$ cat config.mk
export PLATFORM = sky130hd
export DESIGN_NAME = rf_wb_sched
export DESIGN_NICKNAME = d
export VERILOG_FILES = /design/src/rtl/rf_wb_sched.sv
export SDC_FILE = /design/constraint.sdc
export NUM_CORES = 1
export LEC_CHECK = 0
export ABC_CLOCK_PERIOD_IN_PS = 7700
export BUFFER_PORTS_ARGS = -buffer_cell sky130_fd_sc_hd__buf_2
export CORE_UTILIZATION = 55
export CTS_CLUSTER_SIZE = 14
export DETAILED_ROUTE_END_ITERATION = 16
export HOLD_SLACK_MARGIN = 0.08
export PLACE_DENSITY = 0.84
export SYNTH_ARGS = -nofsm -noshare
export SYNTH_HDL_FRONTEND = slang
export SYNTH_SLANG_ARGS = --single-unit
$ cat constraint.sdc
create_clock -name clk -period 7.7 [get_ports clk]
set_input_delay 0 -clock clk [delete_from_list [all_inputs] [get_ports clk]]
set_output_delay 0 -clock clk [all_outputs]
set_load 0.03 [all_outputs]
$ cat src/rtl/rf_wb_sched.sv
// Write-back scheduler for the single-write-port register file: round-robin
// arbitration among result producers plus a pending-write scoreboard for issue hazards.
module rf_wb_sched #(
  parameter int NREQ = 2,
  parameter int DW   = 32,
  parameter int AW   = 5
) (
  input  logic               clk,
  input  logic               rst,
  input  logic               issue_vld,
  input  logic [AW-1:0]      issue_rd,
  input  logic [AW-1:0]      issue_rs1,
  input  logic [AW-1:0]      issue_rs2,
  output logic               issue_stall,
  input  logic [NREQ-1:0]    req_vld,
  input  logic [NREQ*AW-1:0] req_rd,
  input  logic [NREQ*DW-1:0] req_wd,
  output logic [NREQ-1:0]    req_rdy,
  output logic               RFWr,
  output logic [AW-1:0]      A3,
  output logic [DW-1:0]      WD,
  output logic [31:0]        busy_mask,
  output logic               wb_err
);

  localparam int PW = (NREQ > 1) ? $clog2(NREQ) : 1;

  logic [PW-1:0] rrPtr_q, rrPtr_d;
  logic [PW-1:0] gntIdx, scanIdx;
  logic          gntVld;
  logic [AW-1:0] gntRd;
  logic [DW-1:0] gntWd;
  logic [31:0]   pend_q, pend_d;
  logic          rfWr_q;
  logic [AW-1:0] a3_q;
  logic [DW-1:0] wd_q;
  logic          wbErr_q, wbErr_d;
  logic          hitRs1, hitRs2, hitRd, issueOk, gntHasRd;

  // Scan starts at the round-robin pointer so the last winner has lowest priority.
  always_comb begin
    req_rdy = '0;
    gntIdx  = '0;
    gntVld  = 1'b0;
    scanIdx = '0;
    for (int k = 0; k < NREQ; k++) begin
      scanIdx = PW'((int'(rrPtr_q) + k) % NREQ);
      if (!gntVld && req_vld[scanIdx]) begin
        gntVld = 1'b1;
        gntIdx = scanIdx;
      end
    end
    if (gntVld) req_rdy[gntIdx] = 1'b1;
  end

  assign gntRd    = req_rd[int'(gntIdx)*AW +: AW];
  assign gntWd    = req_wd[int'(gntIdx)*DW +: DW];
  assign gntHasRd = gntVld && (gntRd != '0);

  assign hitRs1      = (issue_rs1 != '0) && pend_q[issue_rs1];
  assign hitRs2      = (issue_rs2 != '0) && pend_q[issue_rs2];
  assign hitRd       = (issue_rd  != '0) && pend_q[issue_rd];
  assign issue_stall = issue_vld && (hitRs1 || hitRs2 || hitRd);
  assign issueOk     = issue_vld && !issue_stall;

  // Clear before set so a same-cycle set on the same register wins.
  always_comb begin
    pend_d = pend_q;
    if (gntHasRd) pend_d[gntRd] = 1'b0;
    if (issueOk && (issue_rd != '0)) pend_d[issue_rd] = 1'b1;
    pend_d[0] = 1'b0;
    wbErr_d = wbErr_q || (gntHasRd && !pend_q[gntRd]);
    rrPtr_d = gntVld ? PW'((int'(gntIdx) + 1) % NREQ) : rrPtr_q;
  end

  always_ff @(posedge clk or negedge rst) begin
    if (!rst) begin
      pend_q  <= '0;
      rrPtr_q <= '0;
      rfWr_q  <= 1'b0;
      a3_q    <= '0;
      wd_q    <= '0;
      wbErr_q <= 1'b0;
    end else begin
      pend_q  <= pend_d;
      rrPtr_q <= rrPtr_d;
      wbErr_q <= wbErr_d;
      rfWr_q  <= gntHasRd;
      if (gntVld) begin
        a3_q <= gntRd;
        wd_q <= gntWd;
      end
    end
  end

  assign RFWr      = rfWr_q;
  assign A3        = a3_q;
  assign WD        = wd_q;
  assign busy_mask = pend_q;
  assign wb_err    = wbErr_q;

endmodule

=== Word-level counts from Yosys, hierarchy flattened ===
Cells that the tools add are included.

* Reductions and logical operators: 22
* Mux-type cells: 25
* Multiply operators: 1
* Magnitude comparators: 10
* Shift-type cells: 2
* Bitwise gates (word level): 3
* Add/sub/neg operators: 2

{| class="wikitable"
|+ Operators with widths
! operator !! number
|-
| two-way mux 32 bit || 2
|-
| variable part select 64 x 7 -> 32 bit || 1
|-
| AND 32 bit || 1
|-
| NOT 32 bit || 1
|-
| bitwise OR 32 bit || 1
|-
| < comparator 5 x 6 -> 1 bit (second input constant) || 4
|-
| binary-select mux 1 bit (select 5 bit) || 4
|-
| nonzero test 5 bit || 4
|-
| two-way mux 1 bit || 15
|-
| logical AND 1 bit || 12
|-
| demux 1 bit (select 5 bit) || 2
|-
| >= comparator 5 x 1 -> 1 bit (second input constant) || 2
|-
| variable part select 10 x 5 -> 5 bit || 1
|-
| < comparator 1 x 2 -> 1 bit (second input constant) || 3
|-
| multiplier 1 x 3 -> 4 bit (second input constant) || 1
|-
| logical NOT 1 bit || 3
|-
| logical OR 1 bit || 3
|-
| adder 1 bit (second input constant) || 2
|-
| two-way mux 2 bit || 1
|-
| demux 1 bit (select 1 bit) || 1
|-
| >= comparator 1 bit (second input constant) || 1
|}

* Logic and storage cells: 71
* Input port bits: 94
* Register bits after elaboration: 71
* Output and inout bits: 74

=== Longest topological paths before layout ===
* Depth in word-level cells: 17
* Mapped depth: 9
* Gate-level depth less buffers: 8

=== Least setup slack after synthesis ===
OpenSTA, ideal clock, no wires.

* Path type: flip-flop to flip-flop
* From: register pend_q[23] (netlist: busy_mask[23])
* To: register pend_q[30] (netlist: busy_mask[30])
* Arrival time: 2586 ps
* Stages on the path, launching flop included: 8
* Required time: 7625 ps
* Buffers on the path: 1
* Path slack: 5040 ps
* Library setup time: 75 ps
* Clock period less this slack: 2660 ps
* Cell sequence: dfrtp_1 > mux4_2 > mux4_2 > mux2i_1 > nand3_2 > or4b_1 > buf_4 > o21ai_2

* Cells in the longest elaborated chain, start to end: 10
* Elaborated cells on any way between the ends: 16
* Those cells by class: 7 x mux; 9 x reduce/logical

{| class="wikitable"
|+ RTL lines
! element !! RTL line !! source
|-
| from (decl) || 33 || <nowiki>logic [31:0] pend_q, pend_d;</nowiki>
|-
| from (signal assigned) || 85 || <nowiki>pend_q <= pend_d;</nowiki>
|-
| binary-select mux 1 bit (select 5 bit), on equally long branches || 60, 61 ||
|-
| two-way mux 1 bit, on equally long branches || 60, 61 ||
|-
| logical AND 1 bit, on equally long branches || 60, 61 ||
|-
| logical OR 1 bit || 63 || <nowiki>assign issue_stall = issue_vld && (hitRs1 || hitRs2 || hitRd);</nowiki>
|-
| logical OR 1 bit (*) || 63 ||
|-
| logical AND 1 bit (*) || 63 ||
|-
| logical NOT 1 bit (*) || 64 || <nowiki>assign issueOk = issue_vld && !issue_stall;</nowiki>
|-
| logical AND 1 bit (*) || 64 ||
|-
| logical AND 1 bit (*) || 70 || <nowiki>if (issueOk && (issue_rd != '0)) pend_d[issue_rd] = 1'b1;</nowiki>
|-
| two-way mux 32 bit (*) || 70 ||
|-
| via pend_d[30] || 33 ||
|}

Mark *: on every way through the listed nets, which the timed path passes. The rest lies on a longest branch. The select of a mux whose other input is x is not followed.
A chain may end at the register's enable or synchronous reset.

=== Final worst setup path ===
* From: register rrPtr_q
* To: register wd_q[31] (netlist: WD[31])

* Cells in the longest elaborated chain, start to end: 7
* Elaborated cells on any way between the ends: 12
* Those cells by class: 1 x add/sub; 1 x shift; 8 x mux; 2 x reduce/logical

{| class="wikitable"
|+ RTL lines
! element !! RTL line !! source
|-
| from (decl) || 28 || <nowiki>logic [PW-1:0] rrPtr_q, rrPtr_d;</nowiki>
|-
| from (signal assigned) || 86 || <nowiki>rrPtr_q <= rrPtr_d;</nowiki>
|-
| two-way mux 1 bit (implied by the code) (2 in a row) || 48 || <nowiki>if (!gntVld && req_vld[scanIdx]) begin</nowiki>
|-
| two-way mux 1 bit || 48 ||
|-
| logical NOT 1 bit || 48 ||
|-
| logical AND 1 bit || 48 ||
|-
| two-way mux 1 bit || 48 ||
|-
| variable part select 64 x 7 -> 32 bit || 57 || <nowiki>assign gntWd = req_wd[int'(gntIdx)*DW +: DW];</nowiki>
|-
| to (signal assigned) || 91 || <nowiki>wd_q <= gntWd;</nowiki>
|-
| to (decl) || 36 || <nowiki>logic [DW-1:0] wd_q;</nowiki>
|}

Parallel ways exist; a longest one is shown, timed or not. The select of a mux whose other input is x is not followed.

==> impl_metrics.env <==
export IMPL_syn_nets=557
export IMPL_synth_cell_type_count=53
export IMPL_die_h_um=94.9
export IMPL_synthCells=463
export IMPL_maxSlewViolCount=0
export IMPL_crit_path_end_kind="register"
export IMPL_io_buffers=166
export IMPL_dp_cells=706
export IMPL_outcome="finished clean"
export IMPL_cts_root_buf="clkbuf_8"
export IMPL_drive_gt1_frac=0.370
export IMPL_cp_arrival_ns=3.81
export IMPL_clk_path_buf_depth=2
export IMPL_ys_flop_type="dfrtp_1"
export IMPL_grt_start_max_net_pins=72
export IMPL_cts_sinks=71
export IMPL_htree_levels=3
export IMPL_ios=168
export IMPL_antenna_diode_count=0
export IMPL_postCtsResizedCells=0
export IMPL_finalSetupViolCount=0
export IMPL_final_net_count=775
export IMPL_area_growth_syn_to_layout_pct=36.5
export IMPL_fin_util=0.781
export IMPL_dr_first_iter_drc_count=656
export IMPL_netlist_area_leader_share=0.374
export IMPL_synth_warnings=0
export IMPL_place_area_mm2=0.00559
export IMPL_wl_per_cell_um=22.4
export IMPL_start_util=0.572
export IMPL_syn_avg_cell_area_um2=10.3
export IMPL_leakage_nw=2.90
export IMPL_cp_start_kind="register"
export IMPL_worst_skew_pair_late_latency_ns=0.35
export IMPL_fin_crit_ns=3.58
export IMPL_rows=33
export IMPL_cts_tree="yes"
export IMPL_grt_pass1_vias=5398
export IMPL_worst_r2r_setup_slack_ns=4.12
export IMPL_synthTopCellsByArea="dfrtp_1 (37%), mux4_2 (12%), mux2i_1 (9.5%)"
export IMPL_dp_hpwl_mm=10.7
export IMPL_tns_ns=0
export IMPL_core_area_mm2=0.00830
export IMPL_max_slew_margin=0.196
export IMPL_overflow=0
export IMPL_worstMarginPinSlew_ns=1.20
export IMPL_finalNonFillerCells=791
export IMPL_grt_first_pass_wirelength_mm=27.6
export IMPL_fin_area_mm2=0.00648
export IMPL_finalHoldViolCount=0
export IMPL_die_x_um=94.9
export IMPL_drt_wl_total_mm=17.7
export IMPL_synth_area_mm2=0.00475
export IMPL_cap_violations=0
export IMPL_drtPass1Iterations=6
export IMPL_final_cell_mix="buf_2 (166), dfrtp_1 (71), dlygate4sd3_1 (69), nand2_1 (51), mux2i_1 (45)"
export IMPL_ys_async_sr_fraction=1.00
export IMPL_required_ns=7.93
export IMPL_hp_class="in -> reg"
export IMPL_path_max_fanout=33
export IMPL_place_gp_congestion=1.03
export IMPL_synth_edff_count=0
export IMPL_final_common_cell="buf_2"
export IMPL_vias=5369
export IMPL_antenna_found_initial=0
export IMPL_clk_pin_slew_worst_paths_ns=0.08
export IMPL_p_total_mw=1.74
export IMPL_dieArea_mm2=0.00901
export IMPL_grt_use_total=0.409
export IMPL_ys_seq_elements=71
export IMPL_max_vdd_ir_drop_uv=138
export IMPL_max_freq_mhz=279
export IMPL_drcViolationCount=0
export IMPL_ant_nets=0
export IMPL_via_per_inst=6.79
export IMPL_yosysSeqAreaShare=0.374
export IMPL_final_setup_skew_ns=0.0101
export IMPL_cts_made_buffers=9
export IMPL_yosys_area_top_type="dfrtp_1"
export IMPL_crit_type="reg -> reg"
export IMPL_p_per_area_mw_per_mm2=269
export IMPL_rsz0062_at_grt="false"
export IMPL_fin_crit_sh=0.465
-- registers in the layout, summed over array words and instances, names as in the netlist --
register / flops
WD: 32
busy_mask: 31
A3: 5
RFWr: 1
rrPtr_q: 1
wb_err: 1
-- critical path, stage by stage, from the launching register on --
cell	delay, ns
dfrtp_1	0.41
nand2_1	0.84
nand2_1	1.03
o221a_2	0.58
dlygate4sd3_1	0.59
-- logic make-up (layout without fill, tap and decap cells) --
family / count (synthesis) / after routing / share of synthesized area
buffers and inverters: 39 / 262 / 0.0350
muxes: 72 / 72 / 0.218
AOI/OAI and AO/OA: 152 / 152 / 0.235
other: 1 / 1 / 0.000790
and+or+nand+nor: 128 / 128 / 0.137
DFF: 71 / 71 / 0.374
-- cells in the mapped netlist, drive strengths merged, types with 4 or more instances --
cell type  number
o221a          30
inv             9
nand3b          4
o21ai          59
mux2i          45
mux4           25
o22ai           4
clkbuf         21
a21oi          14
o31ai           8
nand3          10
nor2           17
nand2          51
a311oi          4
nor2b           7
buf             9
a211oi          9
dfrtp          71
nand2b         17
a31oi           4
-- metrics by stage --
step                hold WS [ns]  worst slack, ns
finish                     0.135             4.12
global route               0.137             3.97
CTS                       0.0999             4.33
detailed placement         0.246             4.68
global placement           0.231             4.74
floorplan                 -0.296             5.04
-- where the power goes --
part | internal (mW) | switching, mW
clock | 0.159 | 0.146
sequential | 0.467 | 0.154
combinational | 0.334 | 0.482
total | 0.960 | 0.782
-- per-layer routing --
| metal | vias to the layer above | share of wire | GRT usage |
|---|---|---|---|
| li1 | 2231 | - | - |
| met1 | 2524 | 0.35 | 0.497 |
| met2 | 489 | 0.47 | 0.645 |
| met3 | 125 | 0.11 | 0.0982 |
| met4 | 0 | 0.067 | 0.271 |
| met5 | - | 0 | 0 |
-- final timing paths --
path	endpoint	depth (start not counted)	start
max	WD[31]$_DFFE_PN0P_	4	rrPtr_q$_DFFE_PN0P_
min	busy_mask[30]$_DFF_PN0_	3	issue_rd[4]
max reg2reg	WD[31]$_DFFE_PN0P_	4	rrPtr_q$_DFFE_PN0P_
min reg2reg	A3[4]$_DFFE_PN0P_	1	A3[4]$_DFFE_PN0P_
max in group asynchronous	busy_mask[5]$_DFF_PN0_	3	rst
min in group asynchronous	WD[7]$_DFFE_PN0P_	3	rst
-- area by class of cell --
class                      instances  area (um2)
tap                              105         131
sequential                        71        1780
inverter                           9        33.8
multi-input combinational        353        2810
clock buffer                      11         141
fill                             500        1820
clock inverter                     5        57.6
timing repair buffer             237        1540
-- repair_timing --
item                                   CTS  global route
buffers inserted                         0             0
hold buffers                            69             0
endpoints found under the hold margin  106             0
Note: power is estimated with default switching activity, not from simulation.
